### config.mk
export PLATFORM = sky130hd
export DESIGN_NAME = btn_pulse_gen
export DESIGN_NICKNAME = d
export VERILOG_FILES = /design/src/rtl/btn_pkg.sv /design/src/rtl/btn_channel.sv /design/src/rtl/btn_pulse_gen.sv
export SDC_FILE = /design/constraint.sdc
export NUM_CORES = 1
export LEC_CHECK = 0
export ABC_AREA = 1
export CAP_MARGIN = 10
export CORE_MARGIN = 2
export CORE_UTILIZATION = 45
export CTS_CLUSTER_DIAMETER = 200
export CTS_CLUSTER_SIZE = 25
export DETAILED_ROUTE_END_ITERATION = 16
export HOLD_SLACK_MARGIN = 0.05
export PLACE_DENSITY = 0.74
export SLEW_MARGIN = 20
export SYNTH_ARGS = -nofsm -noshare
export SYNTH_HDL_FRONTEND = slang
export SYNTH_SLANG_ARGS = --single-unit
### constraint.sdc
create_clock -name clk_1k -period 2.4 [get_ports clk_1k]
set_clock_uncertainty 0.1 [all_clocks]
set_input_delay 0.24 -clock clk_1k [delete_from_list [all_inputs] [get_ports clk_1k]]
set_output_delay 0.24 -clock clk_1k [all_outputs]
set_load 0.01 [all_outputs]
### src/rtl/btn_pkg.sv
// btn_pkg: shared channel indices, default channel count and FSM encoding for the button front end
package btn_pkg;
  localparam int NBTN_DEFAULT = 9;
  localparam int BTN_H_INC   = 0;
  localparam int BTN_M_INC   = 1;
  localparam int BTN_S_INC   = 2;
  localparam int BTN_CONFIRM = 3;
  localparam int BTN_START   = 4;
  localparam int BTN_CLEAR   = 5;
  localparam int BTN_ADD5    = 6;
  localparam int BTN_ADD10   = 7;
  localparam int BTN_ADD15   = 8;
  typedef enum logic [1:0] {
    IDLE   = 2'd0,
    HELD   = 2'd1,
    REPEAT = 2'd2
  } btn_state_t;
  function automatic int max_int(input int a, input int b);
    return a > b ? a : b;
  endfunction
endpackage

### src/rtl/btn_channel.sv
// btn_channel: one button's synchroniser, debouncer and pulse FSM; BTN_AUTOREPEAT_EN adds hold-to-repeat
module btn_channel
  import btn_pkg::*;
#(
  parameter int DEBOUNCE_MS      = 20,
`ifdef BTN_AUTOREPEAT_EN
  parameter bit REPEAT_EN        = 1'b0,
  parameter int REPEAT_DELAY_MS  = 500,
  parameter int REPEAT_PERIOD_MS = 100,
`endif
  parameter bit ACTIVE_LOW       = 1'b0
) (
  input  logic clk_1k,
  input  logic rst,
  input  logic raw,
  output logic pulse,
  output logic level
);
  localparam int DW = $clog2(DEBOUNCE_MS + 1);
  localparam logic [DW-1:0] DEB_LAST = DW'(DEBOUNCE_MS);
  logic [1:0] sync;
  logic [DW-1:0] deb_cnt;
  logic diff, flip, rise, fall, pulse_nxt;
  btn_state_t state, state_nxt;
  // level flips on the edge where the sample has disagreed for DEBOUNCE_MS+1 edges, giving press-to-level latency of 2+DEBOUNCE_MS
  assign diff = (sync[1] ^ ACTIVE_LOW) != level;
  assign flip = diff && deb_cnt == DEB_LAST;
  assign rise = flip && !level;
  assign fall = flip && level;
  always_ff @(posedge clk_1k or posedge rst)
    if (rst) begin
      sync    <= {2{ACTIVE_LOW}};
      deb_cnt <= '0;
      level   <= 1'b0;
    end else begin
      sync    <= {sync[0], raw};
      deb_cnt <= (!diff || flip) ? '0 : deb_cnt + 1'b1;
      level   <= level ^ flip;
    end
`ifdef BTN_AUTOREPEAT_EN
  localparam int RW = $clog2(max_int(REPEAT_DELAY_MS, REPEAT_PERIOD_MS));
  localparam logic [RW-1:0] DLY_LAST = RW'(REPEAT_DELAY_MS - 1);
  localparam logic [RW-1:0] PER_LAST = RW'(REPEAT_PERIOD_MS - 1);
  logic [RW-1:0] rpt_cnt, rpt_nxt;
  always_ff @(posedge clk_1k or posedge rst)
    if (rst) begin
      state   <= IDLE;
      rpt_cnt <= '0;
      pulse   <= 1'b0;
    end else begin
      state   <= state_nxt;
      rpt_cnt <= rpt_nxt;
      pulse   <= pulse_nxt;
    end
  always_comb begin
    state_nxt = state;
    rpt_nxt   = rpt_cnt + 1'b1;
    pulse_nxt = 1'b0;
    unique case (state)
      IDLE: begin
        rpt_nxt   = '0;
        state_nxt = rise ? HELD : IDLE;
        pulse_nxt = rise;
      end
      HELD:
        if (fall) state_nxt = IDLE;
        else if (REPEAT_EN && rpt_cnt == DLY_LAST) begin
          state_nxt = REPEAT;
          pulse_nxt = 1'b1;
          rpt_nxt   = '0;
        end
      REPEAT:
        if (fall) state_nxt = IDLE;
        else if (rpt_cnt == PER_LAST) begin
          pulse_nxt = 1'b1;
          rpt_nxt   = '0;
        end
      default: state_nxt = IDLE;
    endcase
  end
`else
  always_ff @(posedge clk_1k or posedge rst)
    if (rst) begin
      state <= IDLE;
      pulse <= 1'b0;
    end else begin
      state <= state_nxt;
      pulse <= pulse_nxt;
    end
  always_comb begin
    state_nxt = rise ? HELD : fall ? IDLE : state;
    pulse_nxt = rise;
  end
`endif
endmodule

### src/rtl/btn_pulse_gen.sv
// btn_pulse_gen: panel button front end producing clk_1k press pulses and debounced levels; BTN_AUTOREPEAT_EN enables auto-repeat
module btn_pulse_gen
  import btn_pkg::*;
#(
  parameter int              NBTN             = NBTN_DEFAULT,
  parameter int              DEBOUNCE_MS      = 20,
  parameter int              REPEAT_DELAY_MS  = 500,
  parameter int              REPEAT_PERIOD_MS = 100,
  parameter logic [NBTN-1:0] REPEAT_MASK      = NBTN'(3'b111),
  parameter bit              ACTIVE_LOW       = 1'b0
) (
  input  logic            clk_1k,
  input  logic            rst,
  input  logic [NBTN-1:0] btn_raw,
  output logic [NBTN-1:0] btn_pulse,
  output logic [NBTN-1:0] btn_level
);
  // these minimums keep any btn_pulse bit from being high two cycles in a row
  if (DEBOUNCE_MS < 2) begin : g_deb_chk
    $error("DEBOUNCE_MS must be at least 2");
  end
  if (REPEAT_PERIOD_MS < 2 || REPEAT_DELAY_MS < 2) begin : g_rpt_chk
    $error("REPEAT_DELAY_MS and REPEAT_PERIOD_MS must be at least 2");
  end
  for (genvar i = 0; i < NBTN; i++) begin : g_ch
    btn_channel #(
      .DEBOUNCE_MS     (DEBOUNCE_MS),
`ifdef BTN_AUTOREPEAT_EN
      .REPEAT_EN       (REPEAT_MASK[i]),
      .REPEAT_DELAY_MS (REPEAT_DELAY_MS),
      .REPEAT_PERIOD_MS(REPEAT_PERIOD_MS),
`endif
      .ACTIVE_LOW      (ACTIVE_LOW)
    ) u_ch (
      .clk_1k(clk_1k),
      .rst   (rst),
      .raw   (btn_raw[i]),
      .pulse (btn_pulse[i]),
      .level (btn_level[i])
    );
  end
endmodule
==> results of run 1 <==
==> cell usage in the layout (no fill, tap or decap) <==
master	count
nand2_1	96
dfrtp_1	81
inv_1	78
nor2_1	60
clkdlybuf4s50_1	28
nand3_1	27
nand4_1	18
ha_1	18
clkbuf_8	10
nand2_2	9
xnor2_1	9
clkbuf_1	4
inv_2	3
nor2_2	3
nand2_4	3
clkinvlp_4	2
buf_4	2
bufinv_16	1
buf_12	1
==> cell type report <==
| cell class | instances | area [um^2] |
|---|---|---|
| Inverter | 82 | 312 |
| Multi-Input combinational cell | 243 | 1250 |
| Timing Repair Buffer | 31 | 315 |
| Clock buffer | 14 | 153 |
| Clock inverter | 2 | 37.5 |
| Tap cell | 105 | 131 |
| Sequential cell | 81 | 2030 |
| Fill cell | 776 | 3870 |
==> kinds of logic after synthesis <==
kind of cell	after synthesis	synth area share
flip-flops	81	0.545
buffers and inverters	100	0.119
AND/OR/NAND/NOR	216	0.254
XOR/XNOR	9	0.0212
adder cells (fa/ha/maj)	18	0.0606
==> routing by layer <==
layer | up-vias | track usage | wire length [um]
met1 | 1217 | 0.167 | 2620
met3 | 13 | 0.0439 | 211
met5 | - | 0 | 0
met4 | 0 | 0.0725 | 130
li1 | 1307 | - | -
met2 | 30 | 0.265 | 2970
==> power groups by stage <==
stage / sequential, mW / combinational, mW / clock [mW]
final: 1.47 / 0.189 / 0.978
after global routing: 1.48 / 0.225 / 1.07
after CTS: 1.47 / 0.196 / 1.00
after detailed placement: 1.50 / 0.194 / 0
after global placement: 1.49 / 0.184 / 0
after floorplan: 1.49 / 0.139 / 0
==> final timing paths <==
path	to	slack, ns	cells after the start
max	btn_level[5]	0.75	1
min in group clk_1k	g_ch[2].u_ch.sync[0]	0.22	1
max reg2reg	g_ch[1].u_ch.deb_cnt[4]	1.08	7
max in group asynchronous	g_ch[0].u_ch.sync[1]	1.54	3
min	g_ch[5].u_ch.pulse	0.12	2
min reg2reg	g_ch[4].u_ch.sync[1]	0.25	0
==> per-stage QoR <==
stage | hold WS [ns] | instance area, um^2
after floorplan | 0.171 | 3720
after global placement | 0.233 | 4030
after detailed placement | 0.235 | 4030
after CTS | 0.118 | 4220
after global routing | 0.128 | 4220
final | 0.116 | 4220
==> reports/results.ini, run 1 <==
[run_status]
status=finished, final reports clean

[cts]
path_clk_slew_ns=0.08
cts_setup_buffers=0
tritoncts=yes
clock_latency_ns=0.35
cts_buffers=9
clockRootBuffer=clkbuf_8
clkSinkCount=81
clock_path_buffers=2
cts_resized=0
holdBufCountCts=0
cts_max_level=3

[pwr]
p_comb_frac=0.072
power.leakage_nw=2.18
p_per_area_nw_per_um2=625
p_clk_frac=0.371
p_int_mw=2.01
seqPwrFrac=0.558
total_power_mw=2.64
p_switching_mw=0.632
ir_drop_uv=279
swShare=0.240

[synth]
synth_area_um2=3720
ys_seq_area_frac=0.545
ys_ff_latch=81
synth_top_area_frac=0.545
yosysMostFrequentCell=nand2_1
synth_area_leaders=dfrtp_1 55%, nand2_1 9.7%, inv_1 8.0%
synth_commonest_cells=96 x nand2_1, 81 x dfrtp_1, 79 x inv_1
ys_dominant_reg_cell=dfrtp_1
yosys.area.top_type=dfrtp_1
yosysUniqueCellTypes=13
postSynthCellCount=424
syn_area_per_cell_um2=8.76
async_flop_share=1.00
yosys_warnings=0
synth-edff-count=0
syn-num-nets=453

[timing]
tns_ns=0
worst_pin_slew_ns=0.370
hold_violations=0
finalCriticalPeriod_ns=1.65
slew_viol_final=0
fmax_mhz=605
rsz0062_at_grt=false
max_slew_margin=0.753
setup_viol=0
finalCritPeriodShare=0.689
layout_setup_ws_ns=0.747

[floorplanning]
die_h_um=94.9
die_area_um2=9000
die_w_um=94.9
io_pins=29
core_area_um2=8090
initial_core_util=0.459
fp-row-count=33

[placement]
dp_cells=542
dp_slack_ns=1.09
io_buffers=28
gp_congestion=0.740
place_hpwl_um=4220

[setup_path]
crit_path_end_kind=output port
path_cells=clkdlybuf4s50_1
cp_max_fo=4
r2r-start=g_ch[1].u_ch.deb_cnt[0]
critPathLaunchType=flip-flop
slowest_stage=clkdlybuf4s50_1
slowest_delay_ns=0.56
cp.required_ns=2.06
critical-path-top-delay-family=buffers and inverters
crit_arrival_ns=1.31
crit_type=reg -> out
path_buf_inv=1

[route]
dr.pass1.iters=4
vias=2567
postRouteWirelength_um=5930
detail-route-antenna-nets=0
vias_per_cell=4.60
drt_iter0_drc=85
drc=0
post_drt_wl_per_cell_um=10.6

[global_routing]
grt_pass1_wl_um=10400
antenna_found_initial=0
grtUsageTotal=0.151
grt_pass1_vias=2486
grt_overflow_total=0
grt_max_degree=39

[layout]
syn_to_final_growth_pct=13.6
drive_above_1_share=0.0751
antenna_cells=0
nNetsFinal=477
fin_cells=558
post-route-util=0.522

[job]
maxCapViolations=0

[worst_hold_path]
worst_hold_path_type=in -> async

Note: power is estimated with default switching activity, not from simulation.
==> inputs of run 2 (changes only) <==
==> constraint.sdc (replaced) <==
create_clock -name clk_1k -period 1.4 [get_ports clk_1k]
set_clock_uncertainty 0.1 [all_clocks]
set_input_delay 0.14 -clock clk_1k [delete_from_list [all_inputs] [get_ports clk_1k]]
set_output_delay 0.14 -clock clk_1k [all_outputs]
set_load 0.01 [all_outputs]
==> run 2 against run 1 <==
  * Via count rose by 1.2%
  * Total power grew 80%
  * Global-route usage decreased by 0.39 points
  * Sequential power rose by 71%
  * Flip-flop and latch count is the same
  * Setup slack lost 0.66 ns
  * Wire length shrank 2.6%
  * Worst hold slack gained 0.013 ns
  * Utilization up 0.96 points
  * Count of clock-buffer cells in the layout shrank 2
  * Clock power rose by 94%
  * Critical path depth grew 6
==> reports/results.ini, run 2 (synthesis gave the netlist of run 1 again) <==
[route]
postRouteWirelength_um=5770  ; -2.6%
drc=0  ; unchanged
post_drt_wl_per_cell_um=10.2  ; -3.7%
vias=2599  ; +1.2%
drt_iter0_drc=96  ; +13%
dr.pass1.iters=4  ; unchanged
detail-route-antenna-nets=0  ; unchanged
vias_per_cell=4.61  ; +0.17%

[cts]
clock_latency_ns=0.35  ; about the same
cts_buffers=9  ; unchanged
path_clk_slew_ns=0.08  ; about the same
tritoncts=yes
cts_max_level=3  ; unchanged
clockRootBuffer=clkbuf_8
clock_path_buffers=2  ; unchanged
clkSinkCount=81  ; unchanged

[global_routing]
grt_overflow_total=0  ; unchanged
antenna_found_initial=0  ; unchanged
grt_pass1_vias=2555  ; +2.8%
grt_max_degree=37  ; -5.1%
grtUsageTotal=0.147  ; -0.00388
grt_pass1_wl_um=10400  ; -0.27%

[layout]
nNetsFinal=483  ; +1.3%
mostFrequentLayoutCell=nand2_1
antenna_cells=0  ; unchanged
syn_to_final_growth_pct=15.7
drive_above_1_share=0.0915  ; +0.0164
final_cell_mix=96 x nand2_1, 81 x dfrtp_1, 78 x inv_1

[timing]
tns_ns=0  ; unchanged
fmax_mhz=759
finalCriticalPeriod_ns=1.32
setup_viol=0  ; unchanged
hold_violations=0  ; unchanged
max_slew_margin=0.826  ; +0.0733
slew_viol_final=0  ; unchanged
finalCritPeriodShare=0.942
rsz0062_at_grt=false
worst_pin_slew_ns=0.260  ; -0.110 ns
layout_setup_ws_ns=0.0819  ; -0.665 ns

[setup_path]
crit_type=reg -> reg
slowest_stage=dfrtp_1
slowest_delay_ns=0.42  ; -0.14 ns
path_cells=inv_1 -> ha_1 -> inv_1 -> nor2_1 -> nand2_1 -> nand2_2 -> nor2_1
critPathLaunchType=flip-flop
crit_arrival_ns=1.45  ; +0.14 ns
cp_max_fo=5  ; +1
cp.required_ns=1.53  ; -0.53 ns
crit_path_end_kind=flip-flop

[floorplanning]
die_w_um=94.9  ; unchanged
fp-row-count=33  ; unchanged
core_area_um2=8090  ; unchanged
die_area_um2=9000  ; unchanged
io_pins=29  ; unchanged
die_h_um=94.9  ; unchanged
initial_core_util=0.459  ; unchanged

[run_status]
status=finished, final reports clean

[job]
maxCapViolations=0  ; unchanged

[placement]
dp_slack_ns=0.106  ; -0.982 ns
place_hpwl_um=4140  ; -2.0%
io_buffers=28  ; unchanged
gp_congestion=0.818  ; +11%

[pwr]
p_per_area_nw_per_um2=1110  ; +77%
power.leakage_nw=2.32  ; +6.4%
ir_drop_uv=670  ; +140%

[worst_hold_path]
worst_hold_path_type=in -> reg

[run 2: changes by cell type in the layout (fill, tap and decap cells not counted), moves of 3 or more]
cell	change
clkbuf_1	-3
clkdlybuf4s50_1	-18
dlygate4sd2_1	+18
buf_4	+4
[run 2: through the flow]
step / total power, mW / cells / hold WS (ns) / instance area [um^2] / utilization
5_1_grt: 5.01 / 564 / 0.108 / 4300 / 0.531
3_3_place_gp: 2.88 / 543 / 0.233 / 4050 / 0.501
2_1_floorplan: 2.78 / 424 / 0.0714 / 3720 / -
3_5_place_dp: 2.90 / 543 / 0.236 / 4050 / 0.501
6_report: 4.76 / 564 / 0.130 / 4300 / 0.531
4_1_cts: 4.82 / 562 / 0.115 / 4280 / 0.529
[run 2: layer usage]
metal / share of wire / GRT usage / wire, um
met1: 0.44 / 0.170 / 2540
met2: 0.51 / 0.251 / 2950
met3: 0.039 / 0.0623 / 224
met4: 0.0090 / 0.0399 / 52
met5: 0 / 0 / 0
[run 2: final timing paths]
path	from	end	slack (ns)	depth (start not counted)
min in group asynchronous	rst	g_ch[8].u_ch.sync[1]	0.54	3
max in group asynchronous	rst	g_ch[3].u_ch.sync[0]	0.20	4
max	g_ch[5].u_ch.deb_cnt[0]	g_ch[5].u_ch.deb_cnt[0]	0.08	7
max reg2reg	g_ch[5].u_ch.deb_cnt[0]	g_ch[5].u_ch.deb_cnt[0]	0.08	7
min	btn_raw[4]	g_ch[4].u_ch.sync[0]	0.13	1
min reg2reg	g_ch[2].u_ch.sync[0]	g_ch[2].u_ch.sync[1]	0.25	0
[run 2: repair_timing]
action / 4_1_cts / 5_1_grt
buffers inserted: 2 / 2
endpoints found under the hold margin: 7 / 0
pin swaps: 0 / 0
setup endpoints to repair: 18 / 8
gates resized for setup: 18 / 0
hold buffers: 1 / 0
[run 2: area by class of cell]
class                           count  area (um^2)
Clock inverter                      4         75.1
Timing Repair Buffer               37          353
Tap cell                          105          131
Inverter                           82          312
Sequential cell                    81         2030
Fill cell                         739         3790
Clock buffer                       12          155
Multi-Input combinational cell    243         1250
[run 2: where the power goes]
group          internal (mW)  switching, mW
Combinational          0.150          0.191
Clock                   1.10          0.793
Sequential              2.43         0.0922
Total                   3.68           1.08
[run 2: worst max-delay path: cells and delay by family, from the launching register on]
family | cells | cell delay, ns
adder cells (fa/ha/maj) | 1 | 0.15
buffers and inverters | 2 | 0.12
flip-flops | 1 | 0.42
AND/OR/NAND/NOR | 4 | 0.40
==> inputs of run 3 (changes only) <==
--- a/config.mk
+++ b/config.mk
@@ -9,7 +9,6 @@
 export CAP_MARGIN = 10
 export CORE_MARGIN = 2
 export CORE_UTILIZATION = 45
-export CTS_CLUSTER_DIAMETER = 200
 export CTS_CLUSTER_SIZE = 25
 export DETAILED_ROUTE_END_ITERATION = 16
 export HOLD_SLACK_MARGIN = 0.05
==> results of run 3 <==
No change in the layout: final DEF, timing and power equal those of run 2.
